### src/rtl/mem_stream_reader.sv
// Sequential read initiator: walks the data memory read port from baseAdd for
// wordCount words and streams them out through a small valid/ready FIFO.
//
//   state   | meaning
//   --------+--------------------------------------------------------------
//   S_IDLE  | waiting for start; baseAdd/wordCount sampled here only
//   S_FETCH | one memory read per cycle, pushed into FIFO while room exists
//   S_DRAIN | all words fetched; waiting for the FIFO to empty
//   S_DONE  | single-cycle completion pulse, then back to idle

module mem_stream_reader #(
   parameter int ADDR_WIDTH  = 32,
   parameter int DATA_WIDTH  = 32,
   parameter int COUNT_WIDTH = 10,
   parameter int FIFO_DEPTH  = 4
) (
   input  logic                   CLK,
   input  logic                   RST,
   input  logic                   start,
   input  logic [ADDR_WIDTH-1:0]  baseAdd,
   input  logic [COUNT_WIDTH-1:0] wordCount,
   output logic [ADDR_WIDTH-1:0]  memAdd,
   input  logic [DATA_WIDTH-1:0]  memReadData,
   output logic [DATA_WIDTH-1:0]  outData,
   output logic                   outValid,
   input  logic                   outReady,
   output logic                   busy,
   output logic                   done
);

   localparam int PTR_W = $clog2(FIFO_DEPTH);
   localparam int CNT_W = $clog2(FIFO_DEPTH + 1);
   localparam logic [CNT_W-1:0] DEPTH_C = CNT_W'(FIFO_DEPTH);

   typedef enum logic [1:0] {
      S_IDLE,
      S_FETCH,
      S_DRAIN,
      S_DONE
   } state_t;

   state_t                 state_q, state_d;
   logic [ADDR_WIDTH-1:0]  addr_q, addr_d;
   logic [COUNT_WIDTH-1:0] remaining_q, remaining_d;

   logic [DATA_WIDTH-1:0]  fifo_mem_q [FIFO_DEPTH];
   logic [PTR_W-1:0]       wr_ptr_q, rd_ptr_q;
   logic [CNT_W-1:0]       fifo_cnt_q;

   logic push;
   logic pop;

   // A pop at full frees the slot the same cycle, keeping 1 word/cycle throughput.
   assign pop  = (fifo_cnt_q != '0) && outReady;
   assign push = (state_q == S_FETCH) && ((fifo_cnt_q != DEPTH_C) || pop);

   always_ff @(posedge CLK) begin
      if (RST) begin
         state_q     <= S_IDLE;
         addr_q      <= '0;
         remaining_q <= '0;
      end else begin
         state_q     <= state_d;
         addr_q      <= addr_d;
         remaining_q <= remaining_d;
      end
   end

   always_comb begin
      state_d     = state_q;
      addr_d      = addr_q;
      remaining_d = remaining_q;
      unique case (state_q)
         S_IDLE: begin
            if (start) begin
               addr_d      = baseAdd;
               remaining_d = wordCount;
               state_d     = (wordCount == '0) ? S_DONE : S_FETCH;
            end
         end
         S_FETCH: begin
            if (push) begin
               addr_d      = addr_q + ADDR_WIDTH'(1);
               remaining_d = remaining_q - COUNT_WIDTH'(1);
               if (remaining_q == COUNT_WIDTH'(1)) state_d = S_DRAIN;
            end
         end
         S_DRAIN: begin
            if ((fifo_cnt_q == '0) || ((fifo_cnt_q == CNT_W'(1)) && pop)) state_d = S_DONE;
         end
         S_DONE: begin
            state_d = S_IDLE;
         end
         default: begin
            state_d = S_IDLE;
         end
      endcase
   end

   always_ff @(posedge CLK) begin
      if (RST) begin
         wr_ptr_q   <= '0;
         rd_ptr_q   <= '0;
         fifo_cnt_q <= '0;
      end else begin
         if (push) wr_ptr_q <= wr_ptr_q + PTR_W'(1);
         if (pop)  rd_ptr_q <= rd_ptr_q + PTR_W'(1);
         unique case ({push, pop})
            2'b10:   fifo_cnt_q <= fifo_cnt_q + CNT_W'(1);
            2'b01:   fifo_cnt_q <= fifo_cnt_q - CNT_W'(1);
            default: fifo_cnt_q <= fifo_cnt_q;
         endcase
      end
   end

   always_ff @(posedge CLK) begin
      if (push) fifo_mem_q[wr_ptr_q] <= memReadData;
   end

   assign memAdd   = addr_q;
   assign outValid = (fifo_cnt_q != '0);
   assign outData  = outValid ? fifo_mem_q[rd_ptr_q] : '0;
   assign busy     = (state_q != S_IDLE);
   assign done     = (state_q == S_DONE);

endmodule

### config.mk
export PLATFORM = sky130hd
export DESIGN_NAME = mem_stream_reader
export DESIGN_NICKNAME = d
export VERILOG_FILES = /design/src/rtl/mem_stream_reader.sv
export SDC_FILE = /design/constraint.sdc
export NUM_CORES = 1
export LEC_CHECK = 0
export ABC_AREA = 0
export BUFFER_PORTS_ARGS = -buffer_cell sky130_fd_sc_hd__buf_4
export CAP_MARGIN = 20
export CORE_MARGIN = 2
export CORE_UTILIZATION = 31
export DETAILED_ROUTE_END_ITERATION = 10
export GPL_TIMING_DRIVEN = 0
export SYNTH_ARGS = -nofsm -noshare
export SYNTH_HDL_FRONTEND = slang
export SYNTH_SLANG_ARGS = --single-unit
### constraint.sdc
create_clock -name CLK -period 2.9 [get_ports CLK]
set_clock_uncertainty 0.1 [all_clocks]
set_input_delay 0.58 -clock CLK [delete_from_list [all_inputs] [get_ports CLK]]
set_output_delay 0.58 -clock CLK [all_outputs]
set_load 0.05 [all_outputs]
# == Word-level counts from Yosys, hierarchy flattened ==
# Memories as Yosys holds them, arrays and structs flattened. A register that Yosys moved wholly into a read port is not among the register bits.
# Index checks and enable logic that the tools add are counted.
# totals
register_bits,51
elab_cells,57
mem_count,1
input_bits,78
out_inout_bits,67
latch_bits,0
romBits,0
ramBits,128
# classes
mux,18
multipliers,0
add_sub_neg,6
n_reduce_logical,14
eq_ne,12
shift,0
n_bitwise,0
n_lt_le_gt_ge,0
n_div,0
# memory_table
name,words,width,read_ports,rd_clocked_by_memory_dff,wr,line,text
fifo_mem_q,4,32,1,1,1,46,logic [DATA_WIDTH-1:0] fifo_mem_q [FIFO_DEPTH];
# op_table
op,count
32-bit 2-to-1 mux,3
32-bit case mux with 2 select lines,1
"32-bit by 1-bit adder with 32-bit output, second input constant",1
10-bit 2-to-1 mux,2
10-bit case mux with 2 select lines,1
2-bit 2-to-1 mux,7
"10-bit by 1-bit == test with 1-bit output, second input constant",1
10-bit zero test,1
"10-bit by 1-bit subtractor with 10-bit output, second input constant",1
2-bit case mux with 4 select lines,1
"2-bit == test, second input constant",3
"2-bit inequality test, second input constant",3
3-bit case mux with 2 select lines,1
2-bit nonzero test,3
"2-bit by 1-bit adder with 2-bit output, second input constant",2
"2-bit by 1-bit == test with 1-bit output, second input constant",2
4-bit AND reduction,1
"3-bit by 1-bit adder with 3-bit output, second input constant",1
"3-bit by 1-bit == test with 1-bit output, second input constant",1
1-bit logical AND,3
3-bit zero test,1
"3-bit inequality test, second input constant",1
3-bit AND reduction,1
3-bit nonzero test,1
5 further kinds,7

# == Logic depth before layout (Yosys ltp) ==
# depth
depth_word,6
mapped_depth,10
ltp_nobuf,8

# == Least setup slack after synthesis ==
# Ideal clock, no wire load.
# synth_path
kind,flip-flop to flip-flop
from,register state_q[1]
to,"memory fifo_mem_q[0][0], enable pin"
t_required_ns,2.408
path_slack_ns,-0.082
arrival_time_ns,2.490
synth_period_minus_slack_ns,2.982
stages_incl_launch_ff,8
n_path_buf,4
setup_time_ns,0.392
cell_sequence,dfxtp_1 -> inv_1 -> ha_1 -> clkbuf_1 -> clkbuf_1 -> clkbuf_1 -> clkbuf_1 -> and3_1
# synth_via
elab_chain_len,4
# synth_lines
element,line,text
from (decl),42,"state_t state_q, state_d;"
from (signal assigned),63,state_q <= state_d;
2-bit by 1-bit == test with 1-bit output,55,assign push = (state_q == S_FETCH) && ((fifo_cnt_q != DEPTH_C) || pop);
1-bit logical AND,55,
1-bit 2-to-1 mux,117,if (push) fifo_mem_q[wr_ptr_q] <= memReadData;
1-bit 2-to-1 mux (not written as such),117,
to (decl),46,
# Every way passes these cells.

==> impl_results.html <==
<table>
<tr><th>Metric</th><th>Value</th></tr>
<tr><th colspan="2">Global route</th></tr>
<tr><td>Global-route congestion overflow total</td><td>0</td></tr>
<tr><td>Wire length of the first global-routing pass</td><td>35100 µm</td></tr>
<tr><td>Number of antenna violations at the first check in global routing</td><td>0</td></tr>
<tr><td>Vias in the first global route</td><td>5991</td></tr>
<tr><td>Pin count of the biggest net entering global routing</td><td>22</td></tr>
<tr><td>Tot GR Track Use</td><td>0.165</td></tr>
<tr><th colspan="2">Place</th></tr>
<tr><td>Routability congestion estimate</td><td>0.856</td></tr>
<tr><td>Count of buffers from port buffering</td><td>144</td></tr>
<tr><td>Placed instance count</td><td>1141</td></tr>
<tr><td>Pre-CTS WS</td><td>-0.765 ns</td></tr>
<tr><td>Final HPWL DP</td><td>15100 µm</td></tr>
<tr><th colspan="2">Critical path</th></tr>
<tr><td>Worst flop-to-flop path startpoint</td><td>state_q[1]</td></tr>
<tr><td>Reg2Reg Setup Slack</td><td>0.20 ns</td></tr>
<tr><td>CP Max Fanout</td><td>10</td></tr>
<tr><td>Critical Path Slowest Stage Cell</td><td>sky130_fd_sc_hd__mux4_2</td></tr>
<tr><td>Cells on worst reg2reg path</td><td>8</td></tr>
<tr><td>Type of destination of the critical path</td><td>output pin</td></tr>
<tr><td>CP peak stage delay</td><td>0.56 ns</td></tr>
<tr><td>Worst flop-to-flop path endpoint</td><td>memAdd[9]</td></tr>
<tr><td>Most numerous cell on the critical path</td><td>sky130_fd_sc_hd__buf_4</td></tr>
<tr><td>WS Path Type</td><td>reg2out</td></tr>
<tr><td>Arrival time at the worst endpoint</td><td>2.14 ns</td></tr>
<tr><td>Required time of the worst setup path</td><td>2.22 ns</td></tr>
<tr><td>Nature of the critical path startpoint</td><td>flop</td></tr>
<tr><td>Series of cell instances along the critical path</td><td>buf_4 &gt; mux4_2 &gt; and2_1 &gt; buf_4</td></tr>
<tr><th colspan="2">Min path</th></tr>
<tr><td>Worst Hold Path Cells</td><td>1</td></tr>
<tr><td>Path category of the worst min-delay check</td><td>in2reg</td></tr>
<tr><td>Origin of the worst min-delay path</td><td>memReadData[14]</td></tr>
<tr><td>Hold EP</td><td>fifo_mem_q[1][14]</td></tr>
<tr><th colspan="2">STA</th></tr>
<tr><td>Fmax</td><td>354 MHz</td></tr>
<tr><td>Smallest hold slack</td><td>0.242 ns</td></tr>
<tr><td>Sum Neg Setup Slack</td><td>0 ns</td></tr>
<tr><td>Hold violation total from the final report</td><td>0</td></tr>
<tr><td>Setup repair after global routing missed its margin</td><td>yes</td></tr>
<tr><td>Final setup violation count</td><td>0</td></tr>
<tr><td>Worst slew margin relative to its limit</td><td>0.411</td></tr>
<tr><td>Transition at the pin with the smallest max-transition slack</td><td>0.880 ns</td></tr>
<tr><td>Final worst setup slack</td><td>0.0781 ns</td></tr>
<tr><td>Pins over their slew limit</td><td>0</td></tr>
<tr><td>Crit path time final</td><td>2.82 ns</td></tr>
<tr><td>Ratio of final minimum period to clock period</td><td>0.973</td></tr>
<tr><th colspan="2">Drt</th></tr>
<tr><td>Met2 wire length</td><td>10700 µm</td></tr>
<tr><td>Routed length on met1</td><td>10200 µm</td></tr>
<tr><td>Final Routed Wirelength</td><td>23100 µm</td></tr>
<tr><td>Antenna Nets Post-Route</td><td>0</td></tr>
<tr><td>DR WL met3</td><td>2040 µm</td></tr>
<tr><td>DRC violations left</td><td>0</td></tr>
<tr><td>Top metal layer carrying routed signals</td><td>met4</td></tr>
<tr><td>Total number of vias</td><td>6201</td></tr>
<tr><td>Per-cell routed wire length</td><td>19.7 µm</td></tr>
<tr><td>1st-pass router iterations</td><td>5</td></tr>
<tr><td>Via count normalized by instance count</td><td>5.28</td></tr>
<tr><td>DRC marker count from the first detailed-route iteration</td><td>597</td></tr>
<tr><th colspan="2">Floorplan</th></tr>
<tr><td>Die span in y</td><td>167 µm</td></tr>
<tr><td>Initial Util</td><td>0.316</td></tr>
<tr><td>Die area</td><td>27900 µm²</td></tr>
<tr><td>Overall die width</td><td>167 µm</td></tr>
<tr><td>Row cnt</td><td>59</td></tr>
<tr><td>Top Ports</td><td>145</td></tr>
<tr><td>Core area</td><td>26100 µm²</td></tr>
<tr><th colspan="2">Status</th></tr>
<tr><td>Status</td><td>finished, final reports clean</td></tr>
<tr><th colspan="2">Yosys</th></tr>
<tr><td>Most instantiated cells after synthesis</td><td>128 x sky130_fd_sc_hd__edfxtp_1, 53 x sky130_fd_sc_hd__dfxtp_1, 50 x sky130_fd_sc_hd__nand2_1</td></tr>
<tr><td>Post-synthesis cell type count</td><td>57</td></tr>
<tr><td>Post-synthesis sequential area ratio</td><td>0.595</td></tr>
<tr><td>Most frequently used cell type in the post-synthesis netlist</td><td>sky130_fd_sc_hd__edfxtp_1</td></tr>
<tr><td>Post-synth EDFFs</td><td>128</td></tr>
<tr><td>Warnings, synthesis</td><td>0</td></tr>
<tr><td>Synthesized area per cell</td><td>12.5 µm²</td></tr>
<tr><td>Area share of the largest cell type after synthesis</td><td>0.466</td></tr>
<tr><td>Syn_nets</td><td>756</td></tr>
<tr><td>Gate count of the mapped netlist</td><td>662</td></tr>
<tr><td>Synthesized flop and latch total</td><td>181</td></tr>
<tr><td>Syn Std Cell Area</td><td>8250 µm²</td></tr>
<tr><td>Main flop type after synthesis</td><td>sky130_fd_sc_hd__edfxtp_1</td></tr>
<tr><td>Post-synthesis cell type with the largest combined area</td><td>sky130_fd_sc_hd__edfxtp_1</td></tr>
<tr><td>Fraction of registers with async set or reset after synthesis</td><td>0</td></tr>
<tr><td>Main area contributors after synthesis</td><td>sky130_fd_sc_hd__edfxtp_1 47%, sky130_fd_sc_hd__dfxtp_1 13%, sky130_fd_sc_hd__mux4_2 8.7%, sky130_fd_sc_hd__and2_1 2.5%, sky130_fd_sc_hd__a21oi_1 2.4%</td></tr>
<tr><th colspan="2">Pwr</th></tr>
<tr><td>Leak</td><td>3.73 nW</td></tr>
<tr><td>Portion of total power attributed to combinational logic</td><td>0.456</td></tr>
<tr><td>Max IR drop VDD</td><td>0.000630 V</td></tr>
<tr><td>Power, Total</td><td>10.9 mW</td></tr>
<tr><td>Switching part of the total</td><td>0.440</td></tr>
<tr><td>Sequential group share of total power</td><td>0.326</td></tr>
<tr><td>Pint</td><td>6.10 mW</td></tr>
<tr><td>Pwr/cell area</td><td>1040 nW/µm²</td></tr>
<tr><td>Relative contribution of the clock network to total power</td><td>0.218</td></tr>
<tr><td>Net switching power</td><td>4.79 mW</td></tr>
<tr><th colspan="2">Finish</th></tr>
<tr><td># nets final</td><td>920</td></tr>
<tr><td>Count of placed standard cells in the final layout, fillers left out</td><td>1174</td></tr>
<tr><td>Number of antenna repair diodes</td><td>0</td></tr>
<tr><td>Area of all sequential standard cells</td><td>4910 µm²</td></tr>
<tr><td># fillers</td><td>2469</td></tr>
<tr><td>Proportion of layout cells with a drive suffix above 1</td><td>0.291</td></tr>
<tr><td>Area Overhead vs Synth</td><td>26.8%</td></tr>
<tr><td>Combined area of the multi-input logic cells</td><td>3180 µm²</td></tr>
<tr><th colspan="2">Clock tree</th></tr>
<tr><td>Clock latency on the worst-skew pair</td><td>0.44 ns</td></tr>
<tr><td>Clock tree from TritonCTS</td><td>done</td></tr>
<tr><td>CTS Root Cell</td><td>sky130_fd_sc_hd__clkbuf_16</td></tr>
<tr><td>H-tree depth</td><td>4</td></tr>
<tr><td>CTS Sinks</td><td>181</td></tr>
<tr><td>Bufs on Longest Clock Path</td><td>2</td></tr>
<tr><td>Post-CTS Repair Setup Buffers</td><td>0</td></tr>
<tr><td>Clock buffer count from CTS</td><td>17</td></tr>
<tr><td>Clock-pin slew reported for the worst setup and hold paths after clock tree synthesis</td><td>0.08 ns</td></tr>
<tr><td>Cts-stage hold buffer count</td><td>0</td></tr>
<tr><th colspan="2">Run</th></tr>
<tr><td>Max-cap check violation count</td><td>0</td></tr>
</table>
==> layer usage <==
layer	track usage	up-vias
met5	0	-
met1	0.226	2994
met2	0.260	313
met4	0.0439	0
li1	-	2866
met3	0.0435	28
==> worst max-delay path, delay by kind of cell, from the launching register on <==
kind          cells  cell delay [ns]
mux               1             0.56
buf+inv           2             0.48
simple gates      1             0.18
flops             1             0.49
==> metrics by stage <==
| step | cell area (µm²) | util |
|---|---|---|
| floorplan | 8250 | - |
| global placement | 9750 | 0.374 |
| detailed placement | 9750 | 0.374 |
| CTS | 10400 | 0.401 |
| global route | 10500 | 0.401 |
| finish | 10500 | 0.401 |
==> power groups by stage <==
stage	clock network, mW	registers [mW]	logic (mW)
final	2.37	3.55	4.96
after global routing	2.53	3.60	5.30
after CTS	2.42	3.54	4.97
after detailed placement	0	3.58	4.86
after global placement	0	3.58	4.84
after floorplan	0	3.92	3.00
==> logic make-up after synthesis <==
logic type	after synthesis	share of synthesized area
compound gates	130	0.0992
xor+xnor	4	0.00425
fa+ha+maj	16	0.0243
buf+inv	59	0.0282
flops	181	0.595
mux	45	0.104
simple gates	227	0.145
==> worst max-delay path by stage <==
stage / end / start / slack [ns]
floorplan: outData[22] / fifo_cnt_q[0] / 0.07
global placement: fifo_mem_q[1][18] / state_q[1] / -0.74
detailed placement: fifo_mem_q[0][27] / state_q[1] / -0.77
CTS: outData[8] / fifo_cnt_q[0] / 0.002
global route: outData[9] / flop / -0.06
finish: outData[5] / flop / 0.08
==> what timing repair did <==
| item | 4_1_cts | 5_1_grt |
|---|---|---|
| resized for setup | 22 | 8 |
| pin swaps | 4 | 0 |
| endpoints found under the setup margin | 161 | 45 |
| gates cloned | 4 | 0 |
==> state kept, by name (all words and copies together), names as in the netlist, named ones only <==
register     flops
remaining_q     10
rd_ptr_q         2
memAdd          32
fifo_cnt_q       3
wr_ptr_q         2
fifo_mem_q     128
state_q          2
==> layout by cell type (no fill, tap or decap), types with 7 or more instances in the layout <==
cell type,netlist,routed
sky130_fd_sc_hd__or3_1,7,7
sky130_fd_sc_hd__a211oi_1,9,9
sky130_fd_sc_hd__nor2b_1,8,7
sky130_fd_sc_hd__nor4_1,12,12
sky130_fd_sc_hd__clkbuf_2,0,8
sky130_fd_sc_hd__clkbuf_16,0,17
sky130_fd_sc_hd__nand2_1,50,50
sky130_fd_sc_hd__edfxtp_1,128,128
sky130_fd_sc_hd__buf_2,9,7
sky130_fd_sc_hd__and2_1,33,33
sky130_fd_sc_hd__inv_1,13,13
sky130_fd_sc_hd__o21ai_0,25,25
sky130_fd_sc_hd__nand3_1,17,17
sky130_fd_sc_hd__and3_1,14,10
sky130_fd_sc_hd__and3_4,0,8
sky130_fd_sc_hd__nor3_1,17,17
sky130_fd_sc_hd__mux4_2,32,32
sky130_fd_sc_hd__nor2_1,33,33
sky130_fd_sc_hd__a21oi_1,40,40
sky130_fd_sc_hd__ha_1,16,15
sky130_fd_sc_hd__dfxtp_1,53,52
sky130_fd_sc_hd__clkbuf_1,32,21
sky130_fd_sc_hd__mux2i_1,8,8
sky130_fd_sc_hd__nand4_1,10,10
sky130_fd_sc_hd__nand2b_1,8,8
sky130_fd_sc_hd__buf_4,0,146
==> area by class of cell <==
type / instances / share of cell area
flip-flops and latches: 181 / 0.469
well taps: 335 / 0.0401
repair buffers: 144 / 0.103
multi-input cells: 426 / 0.304
inverters: 14 / 0.00526
plain buffers: 42 / 0.0187
clock buffers: 17 / 0.0407
clock inverters: 15 / 0.0183
(Power assumes the default switching activity.)
